[config.mk]
export PLATFORM = sky130hd
export DESIGN_NAME = assoc_kv_store
export DESIGN_NICKNAME = d
export VERILOG_FILES = /design/src/rtl/assoc_kv_pkg.sv /design/src/rtl/assoc_free_finder.sv /design/src/rtl/assoc_kv_store.sv
export SDC_FILE = /design/constraint.sdc
export NUM_CORES = 1
export LEC_CHECK = 0
export CORE_MARGIN = 5
export CORE_UTILIZATION = 30
export DETAILED_ROUTE_END_ITERATION = 10
export GPL_TIMING_DRIVEN = 0
export PLACE_DENSITY = 0.56
export SETUP_SLACK_MARGIN = 0.1
export SLEW_MARGIN = 20
export SYNTH_ARGS = -nofsm -noshare
export SYNTH_HDL_FRONTEND = slang
export SYNTH_SLANG_ARGS = --single-unit
[constraint.sdc]
create_clock -name clk -period 8.8 [get_ports clk]
set_input_delay 1.32 -clock clk [delete_from_list [all_inputs] [get_ports clk]]
set_output_delay 1.32 -clock clk [all_outputs]
set_load 0.1 [all_outputs]
[src/rtl/assoc_kv_pkg.sv]
// Shared types for the associative key/value store: request opcodes and scan FSM states.
package assoc_kv_pkg;

    typedef enum logic [1:0] {
        READ   = 2'd0,
        WRITE  = 2'd1,
        DELETE = 2'd2,
        CLEAR  = 2'd3
    } op_e;

    typedef enum logic [1:0] {
        IDLE = 2'd0,
        SCAN = 2'd1,
        RESP = 2'd2
    } state_e;

endpackage

[src/rtl/assoc_free_finder.sv]
// Purpose: lowest-index invalid entry priority encoder with a none-free flag.
// Latency: purely combinational.
// Backpressure: none; output follows the valid vector.
module assoc_free_finder #(
    parameter int DEPTH = 8
) (
    input  logic [DEPTH-1:0]         valid,
    output logic [$clog2(DEPTH)-1:0] free_idx,
    output logic                     none_free
);
    localparam int IDX_W = $clog2(DEPTH);

    // Walk from the top down so the last assignment wins for the lowest free slot.
    always_comb begin
        free_idx  = '0;
        none_free = 1'b1;
        for (int i = DEPTH - 1; i >= 0; i--) begin
            if (!valid[i]) begin
                free_idx  = IDX_W'(i);
                none_free = 1'b0;
            end
        end
    end

endmodule

[src/rtl/assoc_kv_store.sv]
// Purpose: small associative key/value store with READ/WRITE/DELETE/CLEAR by linear scan.
// Latency: hit at index i -> i+2 cycles, miss -> DEPTH+1 cycles, CLEAR -> 1 cycle.
// Backpressure: one op in flight; req_ready only in IDLE, response held until rsp_ready.
module assoc_kv_store
    import assoc_kv_pkg::*;
#(
    parameter int KEY_W = 32,
    parameter int VAL_W = 8,
    parameter int DEPTH = 8
) (
    input  logic                     clk,
    input  logic                     rst,
    input  logic                     req_valid,
    output logic                     req_ready,
    input  logic [1:0]               req_op,
    input  logic [KEY_W-1:0]         req_key,
    input  logic [VAL_W-1:0]         req_val,
    output logic                     rsp_valid,
    input  logic                     rsp_ready,
    output logic [VAL_W-1:0]         rsp_val,
    output logic                     rsp_hit,
    output logic                     rsp_err,
    output logic [$clog2(DEPTH):0]   num
);
    localparam int IDX_W = $clog2(DEPTH);

    logic [KEY_W-1:0] key_mem [DEPTH];
    logic [VAL_W-1:0] val_mem [DEPTH];
    logic [DEPTH-1:0] valid;

    state_e           state;
    op_e              op_q;
    logic [KEY_W-1:0] key_q;
    logic [VAL_W-1:0] val_q;
    logic [IDX_W-1:0] idx;

    logic             hit;
    logic             scan_done;
    logic [IDX_W-1:0] free_idx;
    logic             none_free;
    logic             mem_we;
    logic [IDX_W-1:0] mem_idx;

    assoc_free_finder #(.DEPTH(DEPTH)) u_free (
        .valid     (valid),
        .free_idx  (free_idx),
        .none_free (none_free)
    );

    assign req_ready = (state == IDLE);
    assign hit       = valid[idx] && (key_mem[idx] == key_q);
    assign scan_done = (state == SCAN) && (hit || idx == IDX_W'(DEPTH - 1));

    // Payload RAM carries no reset; only valid bits decide whether an entry exists.
    always_comb begin
        mem_we  = 1'b0;
        mem_idx = idx;
        if (scan_done && op_q == WRITE) begin
            if (hit) begin
                mem_we = 1'b1;
            end else if (!none_free) begin
                mem_we  = 1'b1;
                mem_idx = free_idx;
            end
        end
    end

    always_ff @(posedge clk) begin
        if (mem_we) begin
            key_mem[mem_idx] <= key_q;
            val_mem[mem_idx] <= val_q;
        end
    end

    always_ff @(posedge clk or posedge rst) begin
        if (rst) begin
            state     <= IDLE;
            valid     <= '0;
            num       <= '0;
            idx       <= '0;
            op_q      <= READ;
            key_q     <= '0;
            val_q     <= '0;
            rsp_valid <= 1'b0;
            rsp_val   <= '0;
            rsp_hit   <= 1'b0;
            rsp_err   <= 1'b0;
        end else begin
            case (state)
                IDLE: begin
                    if (req_valid) begin
                        op_q  <= op_e'(req_op);
                        key_q <= req_key;
                        val_q <= req_val;
                        idx   <= '0;
                        if (op_e'(req_op) == CLEAR) begin
                            valid     <= '0;
                            num       <= '0;
                            rsp_valid <= 1'b1;
                            state     <= RESP;
                        end else begin
                            state <= SCAN;
                        end
                    end
                end
                SCAN: begin
                    if (scan_done) begin
                        state     <= RESP;
                        rsp_valid <= 1'b1;
                        rsp_hit   <= hit;
                        case (op_q)
                            READ: begin
                                rsp_val <= hit ? val_mem[idx] : '0;
                            end
                            WRITE: begin
                                if (!hit) begin
                                    if (none_free) begin
                                        rsp_err <= 1'b1;
                                    end else begin
                                        valid[free_idx] <= 1'b1;
                                        num             <= num + 1'b1;
                                    end
                                end
                            end
                            DELETE: begin
                                if (hit) begin
                                    valid[idx] <= 1'b0;
                                    num        <= num - 1'b1;
                                end
                            end
                            default: ;
                        endcase
                    end else begin
                        idx <= idx + 1'b1;
                    end
                end
                RESP: begin
                    if (rsp_ready) begin
                        state     <= IDLE;
                        rsp_valid <= 1'b0;
                        rsp_val   <= '0;
                        rsp_hit   <= 1'b0;
                        rsp_err   <= 1'b0;
                    end
                end
                default: state <= IDLE;
            endcase
        end
    end

endmodule
==> results.py, run 1 <==
metrics = {
    "timing": {
        "post-route-period-util_pct": 64.90,
        "rsz0062_at_grt": "false",
        "fin_setup_tns_ps": 0,
        "max_freq_mhz": 175.1,
        "hold_violations": 0,
        "skew_ps": 23.13,
        "finalSetupViolations": 0,
        "slew_viol_final": 0,
        "relSlewSlack_pct": 30.50,
        "fin_crit_ps": 5712,
        "worst_pin_slew_ps": 1042,
    },
    "power": {
        "p_leak_uw": 0.006649,
        "pwr_density_cell_nw_per_um2": 336.6,
        "ir_worst_vdd_mv": 0.1251,
        "total_power_uw": 6619,
    },
    "setup_path": {
        "cp_slowest_cell": "a211oi_4",
        "cp-startpoint": "idx[1]$_DFFE_PP0P_",
        "worstSetupPathType": "flip-flop to flip-flop",
        "critical_path_peak_fanout": 11,
        "crit_chain": "buf_6, and2b_1, clkbuf_1, a22oi_1, nand3b_1, nand4_1, nor4_1, nand4bb_1, nor2_1, o21ai_0, a211oi_4, buf_8, buf_8, buf_6",
        "crit_required_ps": 9060,
        "r2r_start": "idx[1]$_DFFE_PP0P_",
        "startpoint_type": "flip-flop",
        "worst_ep_arrival_time_ps": 5970,
        "end_kind": "flip-flop",
        "max_stage_delay_ps": 710,
    },
    "logic_synthesis": {
        "syn_avg_cell_area_um2": 16.67,
        "synth_edf_count": 320,
        "synth_area_um2": 16240,
        "ys_types": 74,
        "syn_inst": 974,
        "synthFlopType": "edfxtp_1",
        "synth_nets": 1025,
        "synth.ff_latch_count": 390,
        "ys_async_sr_fraction_pct": 17.95,
        "yosysWarnings": 0,
        "yosysSeqAreaShare_pct": 69.96,
    },
    "routing": {
        "ant_nets": 0,
        "firstDrtPassIters": 5,
        "via_per_inst": 5.042,
        "wirelength_um": 41060,
        "post_drt_wl_per_cell_um": 22.31,
        "drc": 0,
        "num_vias": 9283,
        "drt_iter0_markers": 668,
    },
    "die": {
        "dieArea_um2": 58880,
        "die_x_um": 242.7,
        "io_pins": 62,
        "die_h_um": 242.7,
        "placementRows": 85,
        "initial_core_util_pct": 30.23,
        "core-area_um2": 53710,
    },
    "clocking": {
        "clk_pin_slew_worst_paths_ps": 60,
        "cts.path.max_buffers": 3,
        "cts_sinks": 390,
        "cts_hold_repair.buffers": 0,
        "htree_levels": 2,
        "clock_latency_ps": 560,
        "cts_tree": "built",
        "root_buffer": "clkbuf_16",
        "postCtsSetupBuffers": 0,
        "numCtsBuffers": 41,
        "cts_resized": 0,
    },
    "grt": {
        "antenna_found_initial": 0,
        "grt_usage_pct": 13.89,
        "grt_pass1_wl_um": 62510,
        "grt.overflow.total": 0,
        "first_global_vias": 9688,
        "grt_max_degree": 43,
    },
    "min_path": {
        "min_path_type": "flip-flop to flip-flop",
        "hp-start": "rsp_val[3]$_DFFE_PP0P_",
    },
    "cells_and_area": {
        "final_cell_mix": "320 x edfxtp_1, 71 x mux2i_1, 70 x dfrtp_1",
        "fin_cells": 1841,
        "layout-drive-gt1-share_pct": 20.89,
        "design_area_um2": 19670,
        "utilization_pct": 36.61,
        "final_common_cell": "edfxtp_1",
        "fin_nets": 1163,
        "syn2layout_area_growth_pct": 21.10,
    },
    "outcome": {
        "outcome": "completed",
    },
    "place": {
        "gp_congestion": 0.8467,
        "place_area_um2": 18290,
        "io_buffers": 61,
        "hpwl_um": 28690,
        "placed_cells": 1765,
    },
    "job": {
        "cap_violations": 0,
    },
}
[where the power goes]
group | internal, uW | total (uW) | switching [uW]
Clock | 1070 | 1760 | 699
Combinational | 847 | 2160 | 1320
Sequential | 2380 | 2690 | 311
[metal layers]
layer | up-vias | global-route usage [%] | part of all wire, %
li1 | 4163 | - | -
met1 | 4790 | 18.77 | 44
met2 | 275 | 23.52 | 49
met3 | 55 | 2.343 | 5.4
met4 | 0 | 3.471 | 2.0
met5 | - | 0 | 0
[synth_stat cells, drive strengths merged, types with 8 or more instances]
master / count / area share (%)
xor2: 10 / 0.54
edfxtp: 320 / 59
and3: 8 / 0.31
buf: 29 / 1.6
nand3: 12 / 0.37
dfrtp: 70 / 11
nand3b: 8 / 0.37
nor4: 8 / 0.40
a211oi: 10 / 0.49
clkbuf: 16 / 0.39
a21oi: 23 / 0.71
xnor2: 11 / 0.59
o22ai: 14 / 0.54
mux2i: 71 / 4.4
nor2: 29 / 0.67
nor3: 15 / 0.46
nand4: 11 / 0.42
inv: 16 / 0.37
a22oi: 29 / 1.3
nand2: 41 / 0.95
mux2: 68 / 4.7
and2: 8 / 0.31
mux4: 30 / 4.3
o21ai: 18 / 0.55
a221oi: 8 / 0.43
[final timing paths]
path / endpoint / slack, ps / cells past startpoint
hold / removal: rsp_val[3]$_DFFE_PP0P_ / 490 / 1
setup reg to reg: key_mem[5][7]$_DFFE_PP_ / 3090 / 14
setup / recovery: key_mem[5][7]$_DFFE_PP_ / 3090 / 14
hold reg to reg: rsp_val[3]$_DFFE_PP0P_ / 490 / 1
max in group asynchronous: rsp_err$_DFFE_PP0P_ / 7070 / 3
min in group asynchronous: key_q[19]$_DFFE_PP0P_ / 1130 / 2
[metrics by stage]
| stage | worst slack, ps | hold WS [ps] |
|---|---|---|
| 5_1_grt | 2733 | 508.3 |
| 6_report | 3088 | 489.2 |
| 3_3_place_gp | -2643 | 480.0 |
| 3_5_place_dp | 3105 | 484.4 |
| 2_1_floorplan | 2667 | 519.5 |
| 4_1_cts | 3067 | 496.7 |
[final cells by class]
type	instances	area (um^2)
fill	4981	34040
sequential	390	11360
multi-input combinational	521	4576
clock buffer	55	1109
timing repair buffer	95	1077
tap	696	870.8
buffer	47	344.1
clock inverter	20	262.8
inverter	16	62.56
antenna	1	2.502
[worst max-delay path: cells and delay by family, from the launching register on]
family	cells	cell delay, ps
buffers and inverters	5	1470
and+or+nand+nor	6	2070
AOI/OAI and AO/OA	3	1300
DFF	1	560
[sequential cells by signal, summed over array words and instances (netlist names), 2 cells and up]
name     flops
state        2
rsp_val      8
val_q        8
key_q       32
idx          3
valid        8
val_mem     64
op_q         2
key_mem    256
num          4
[cells by family (layout without fill, tap and decap cells)]
kind of cell    Yosys count  in the layout  synth area share [%]
other cells               0              1                     0
flops                   390            390                 69.96
simple gates            165            165                 5.417
buf+inv                  63            233                 2.473
compound gates          161            161                 7.235
fa+ha+maj                 5              5                0.4315
mux                     169            169                 13.35
xor+xnor                 21             21                 1.133
(Power assumes the default switching activity.)
==> run 2: changes to the inputs <==
==> constraint.sdc (replaced) <==
create_clock -name clk -period 5.3 [get_ports clk]
set_input_delay 0.795 -clock clk [delete_from_list [all_inputs] [get_ports clk]]
set_output_delay 0.795 -clock clk [all_outputs]
set_load 0.1 [all_outputs]
==> results.py, run 2 (synthesis gave the netlist of run 1 again) <==
metrics = {
    "outcome": {
        "outcome": "completed",
    },
    "die": {
        "initial_core_util_pct": 30.23,
        "placementRows": 85,
        "dieArea_um2": 58880,
        "die_h_um": 242.7,
        "die_x_um": 242.7,
        "io_pins": 62,
        "core-area_um2": 53710,
    },
    "clocking": {
        "numCtsBuffers": 43,
        "cts.path.max_buffers": 3,
        "cts_tree": "built",
        "htree_levels": 2,
        "cts_sinks": 390,
        "clock_latency_ps": 550,
        "clk_pin_slew_worst_paths_ps": 60,
        "root_buffer": "clkbuf_16",
        "cts_hold_repair.buffers": 0,
    },
    "power": {
        "p_leak_uw": 0.006740,
        "ir_worst_vdd_mv": 0.2176,
        "total_power_uw": 10970,
        "pwr_density_cell_nw_per_um2": 553.0,
    },
    "timing": {
        "skew_ps": 17.42,
        "post-route-period-util_pct": 92.83,
        "relSlewSlack_pct": 27.02,
        "hold_violations": 0,
        "rsz0062_at_grt": "false",
        "slew_viol_final": 0,
        "fin_crit_ps": 4920,
        "max_freq_mhz": 203.3,
        "worst_pin_slew_ps": 1095,
        "finalSetupViolations": 0,
    },
    "cells_and_area": {
        "final_cell_mix": "320 x edfxtp_1, 71 x mux2i_1, 69 x dfrtp_1",
        "largest_reg_flops": 256,
        "final_common_cell": "edfxtp_1",
        "nFillCells": 4989,
        "top_regs": "key_mem: 256 flops, val_mem: 64 flops, key_q: 32 flops",
        "utilization_pct": 36.92,
        "syn2layout_area_growth_pct": 22.11,
        "num_antenna_cells": 0,
        "layout-drive-gt1-share_pct": 22.75,
        "fin_nets": 1182,
        "top_register": "key_mem",
    },
    "grt": {
        "grt_pass1_wl_um": 62990,
        "grt.overflow.total": 0,
        "first_global_vias": 9603,
        "grt_usage_pct": 14.01,
        "antenna_found_initial": 1,
        "grt_max_degree": 48,
    },
    "setup_path": {
        "worstSetupPathType": "flip-flop to flip-flop",
        "worst_ep_arrival_time_ps": 5170,
        "crit_required_ps": 5550,
        "end_kind": "flip-flop",
        "startpoint_type": "flip-flop",
        "critical_path_peak_fanout": 11,
    },
    "routing": {
        "firstDrtPassIters": 5,
        "post_drt_wl_per_cell_um": 22.48,
        "wirelength_um": 41830,
        "num_vias": 9410,
        "via_per_inst": 5.056,
        "drt_iter0_markers": 710,
        "drc": 0,
        "ant_nets": 0,
    },
    "place": {
        "io_buffers": 61,
        "hpwl_um": 29040,
        "gp_congestion": 0.8112,
    },
    "min_path": {
        "min_path_type": "flip-flop to flip-flop",
    },
    "job": {
        "cap_violations": 0,
    },
}
run 2: per-stage QoR:
stage	instances	cell area (um^2)	hold slack [ps]	worst slack [ps]	setup TNS, ps
after floorplan	974	16250	519.5	-832.6	-198590
after global placement	1731	17730	478.6	-6152	-1676300
after detailed placement	1768	18330	478.0	-566.2	-67330
after CTS	1860	19810	490.8	161.5	0
after global routing	1861	19830	502.2	158.1	0
final	1861	19830	485.3	380.1	0
run 2: timing repair:
action                     CTS  global route
gates resized for setup      8             4
setup endpoints to repair  308            33
pin swaps                    5             1
buffers inserted            13             1
run 2: cell type report:
type	instances	area (um^2)	share of cell area, %
sequential	390	11360	57.30
tap	696	870.8	4.392
multi-input combinational	521	4602	23.21
timing repair buffer	112	1216	6.133
clock buffer	64	1237	6.241
inverter	16	62.56	0.3155
buffer	47	352.8	1.779
clock inverter	15	125.1	0.6310
run 2: critical path, cell delays in order (launching register included):
cell and delay (ps):
dfrtp_1 400, buf_6 180, buf_6 190, buf_6 190, buf_6 210, buf_8 200
mux2i_1 230, xor2_1 310, o2111ai_1 290, nor4_2 370, nand4bb_1 150, buf_4 180
or2_1 190, buf_2 180, a21o_1 240, a211oi_4 340, buf_6 220, buf_8 160
buf_8 170, buf_6 180
run 2: power by group:
group / switching [uW] / internal [uW]
clock network: 1160 / 1710
registers: 511 / 3950
logic: 2210 / 1420
total: 3880 / 7080
run 2: final timing paths:
| path | startpoint | endpoint | slack [ps] | cells after the start |
|---|---|---|---|---|
| worst min-delay path | rsp_val[3]$_DFFE_PP0P_ | rsp_val[3]$_DFFE_PP0P_ | 490 | 1 |
| worst max-delay path | idx[2]$_DFFE_PP0P_ | key_mem[7][31]$_DFFE_PP_ | 380 | 19 |
| worst min register to register | rsp_val[3]$_DFFE_PP0P_ | rsp_val[3]$_DFFE_PP0P_ | 490 | 1 |
| min in group asynchronous | rst | key_q[28]$_DFFE_PP0P_ | 590 | 2 |
| max in group asynchronous | rst | idx[1]$_DFFE_PP0P_ | 4090 | 3 |
| worst max register to register | idx[2]$_DFFE_PP0P_ | key_mem[7][31]$_DFFE_PP_ | 380 | 19 |
run 2: routing by layer:
metal	GRT usage [%]	vias to the layer above	share of wire, %
li1	-	4193	-
met1	19.59	4883	45
met2	22.56	262	48
met3	2.530	72	5.0
met4	4.072	0	2.4
met5	0	-	0
==> run 3: changes to the inputs <==
--- a/config.mk
+++ b/config.mk
@@ -7,6 +7,7 @@
 export LEC_CHECK = 0
 export CORE_MARGIN = 5
 export CORE_UTILIZATION = 30
+export CTS_BUF_LIST = sky130_fd_sc_hd__clkbuf_8
 export DETAILED_ROUTE_END_ITERATION = 10
 export GPL_TIMING_DRIVEN = 0
 export PLACE_DENSITY = 0.56
==> results.py, run 3 (synthesis gave the netlist of run 1 again) <==
metrics = {
    "timing": {
        "slew_viol_final": 0,
        "fin_crit_ps": 4900,
        "finalSetupViolations": 0,
        "post-route-period-util_pct": 92.46,
        "setup_slack_ps": 399.6,
        "relSlewSlack_pct": 28.37,
        "rsz0062_at_grt": "false",
        "hold_violations": 0,
        "fin_setup_tns_ps": 0,
        "skew_ps": 29.67,
        "worst_pin_slew_ps": 1074,
        "max_freq_mhz": 204.1,
    },
    "grt": {
        "grt.overflow.total": 0,
        "grt_usage_pct": 14.29,
        "grt_max_degree": 48,
        "grt_pass1_wl_um": 64170,
        "first_global_vias": 9926,
        "antenna_found_initial": 1,
    },
    "routing": {
        "drt_iter0_markers": 709,
        "top_layer": "met4",
        "dr_wl_met2_um": 20150,
        "num_vias": 9578,
        "wirelength_um": 42600,
        "ant_nets": 0,
        "met1Wirelength_um": 18810,
        "drc": 0,
        "post_drt_wl_per_cell_um": 22.36,
        "firstDrtPassIters": 5,
        "via_per_inst": 5.028,
        "route.met3.wl_um": 2496,
    },
    "power": {
        "pwr_density_cell_nw_per_um2": 544.7,
        "ir_worst_vdd_mv": 0.2110,
        "p_leak_uw": 0.006857,
        "total_power_uw": 10780,
    },
    "setup_path": {
        "cp-startpoint": "idx[1]$_DFFE_PP0P_",
        "worst_ep_arrival_time_ps": 5210,
        "startpoint_type": "flip-flop",
        "max_stage_delay_ps": 490,
        "end_kind": "flip-flop",
        "crit_end": "key_mem[7][23]$_DFFE_PP_",
        "crit_top_cell": "buf_6",
        "r2r_start": "idx[1]$_DFFE_PP0P_",
        "crit_family": "buffers and inverters",
        "cp_slowest_cell": "dfrtp_2",
        "crit_required_ps": 5610,
        "crit_chain": "buf_6, buf_6, buf_6, mux4_2, mux2i_1, xor2_1, o2111ai_1, nor4_2, nand4bb_1, buf_4, or2_1, buf_2, a21o_1, a211oi_4, buf_6, buf_8, buf_8, buf_6",
        "reg2reg_depth": 18,
        "critical_path_depth": 18,
        "worstSetupPathType": "flip-flop to flip-flop",
        "cp.buffers_inverters": 9,
        "critical_path_peak_fanout": 11,
        "reg2reg_slack_ps": 400,
        "reg2reg_to": "key_mem[7][23]$_DFFE_PP_",
    },
    "die": {
        "io_pins": 62,
        "core-area_um2": 53710,
        "die_h_um": 242.7,
        "dieArea_um2": 58880,
        "die_x_um": 242.7,
        "initial_core_util_pct": 30.23,
        "placementRows": 85,
    },
    "clocking": {
        "numCtsBuffers": 68,
        "cts_tree": "built",
        "cts_sinks": 390,
        "root_buffer": "clkbuf_8",
        "clk_pin_slew_worst_paths_ps": 60,
        "cts.path.max_buffers": 3,
        "htree_levels": 3,
        "clock_latency_ps": 610,
    },
    "cells_and_area": {
        "seq_area_um2": 11360,
        "nFillCells": 5018,
        "final_cell_mix": "320 x edfxtp_1, 79 x clkbuf_8, 71 x mux2i_1",
        "largest_reg_flops": 256,
        "layout-drive-gt1-share_pct": 24.15,
        "syn2layout_area_growth_pct": 21.87,
        "top_register": "key_mem",
        "num_antenna_cells": 0,
        "top_regs": "key_mem: 256 flops, val_mem: 64 flops, key_q: 32 flops",
        "multiInputGateArea_um2": 4602,
        "fin_nets": 1205,
        "final_common_cell": "edfxtp_1",
    },
    "min_path": {
        "min_path_type": "flip-flop to flip-flop",
        "hold_path_depth": 1,
    },
    "job": {
        "cap_violations": 0,
    },
    "place": {
        "gp_congestion": 0.8112,
        "hpwl_um": 29040,
        "io_buffers": 61,
        "place_ws_ps": -566.2,
    },
    "outcome": {
        "outcome": "completed",
    },
}
run 3: worst min path at each step:
stage                                   endpoint                    from
after floorplan              op_q[1]$_DFFE_PP0P_     op_q[1]$_DFFE_PP0P_
after global placement    rsp_val[0]$_DFFE_PP0P_  rsp_val[0]$_DFFE_PP0P_
after detailed placement  rsp_val[3]$_DFFE_PP0P_  rsp_val[3]$_DFFE_PP0P_
after CTS                 rsp_val[3]$_DFFE_PP0P_  rsp_val[3]$_DFFE_PP0P_
after global routing      rsp_val[3]$_DFFE_PP0P_  rsp_val[3]$_DFFE_PP0P_
final                     rsp_val[3]$_DFFE_PP0P_  rsp_val[3]$_DFFE_PP0P_
run 3: timing repair:
item | 4_1_cts | 5_1_grt
hold endpoints to repair | 0 | 0
buffers inserted | 12 | 0
pin swaps | 5 | 1
resized for setup | 8 | 4
setup endpoints to repair | 308 | 40
hold buffers | 0 | 0
run 3: where the power goes:
group / internal, uW / switching, uW / leakage (uW) / total (uW)
registers: 3950 / 513 / 0.00374 / 4470
logic: 1420 / 2210 / 0.00232 / 3630
clock network: 1460 / 1230 / 0.000792 / 2690
total: 6830 / 3940 / 0.00686 / 10800
run 3: layout make-up:
cell class / count / share of cell area (%)
Inverter: 16 / 0.3161
Clock inverter: 46 / 1.265
Tap cell: 696 / 4.401
Timing Repair Buffer: 110 / 6.070
Multi-Input combinational cell: 521 / 23.25
Sequential cell: 390 / 57.42
Buffer: 47 / 1.783
Clock buffer: 79 / 5.494
run 3: per-layer routing:
layer  global-route usage (%)  vias to the layer above
met5                        0                        -
met4                    4.556                        0
met3                    3.355                       85
met2                    22.80                      322
met1                    19.48                     4913
li1                         -                     4258
run 3: metrics by stage:
| step | hold WS, ps | instances | instance area (um^2) | util [%] |
|---|---|---|---|---|
| finish | 485.8 | 1905 | 19790 | 36.85 |
| CTS | 490.5 | 1905 | 19780 | 36.82 |
| global placement | 478.6 | 1731 | 17730 | 33.01 |
| detailed placement | 478.0 | 1768 | 18330 | 34.12 |
| global route | 502.7 | 1905 | 19790 | 36.85 |
| floorplan | 519.5 | 974 | 16250 | - |
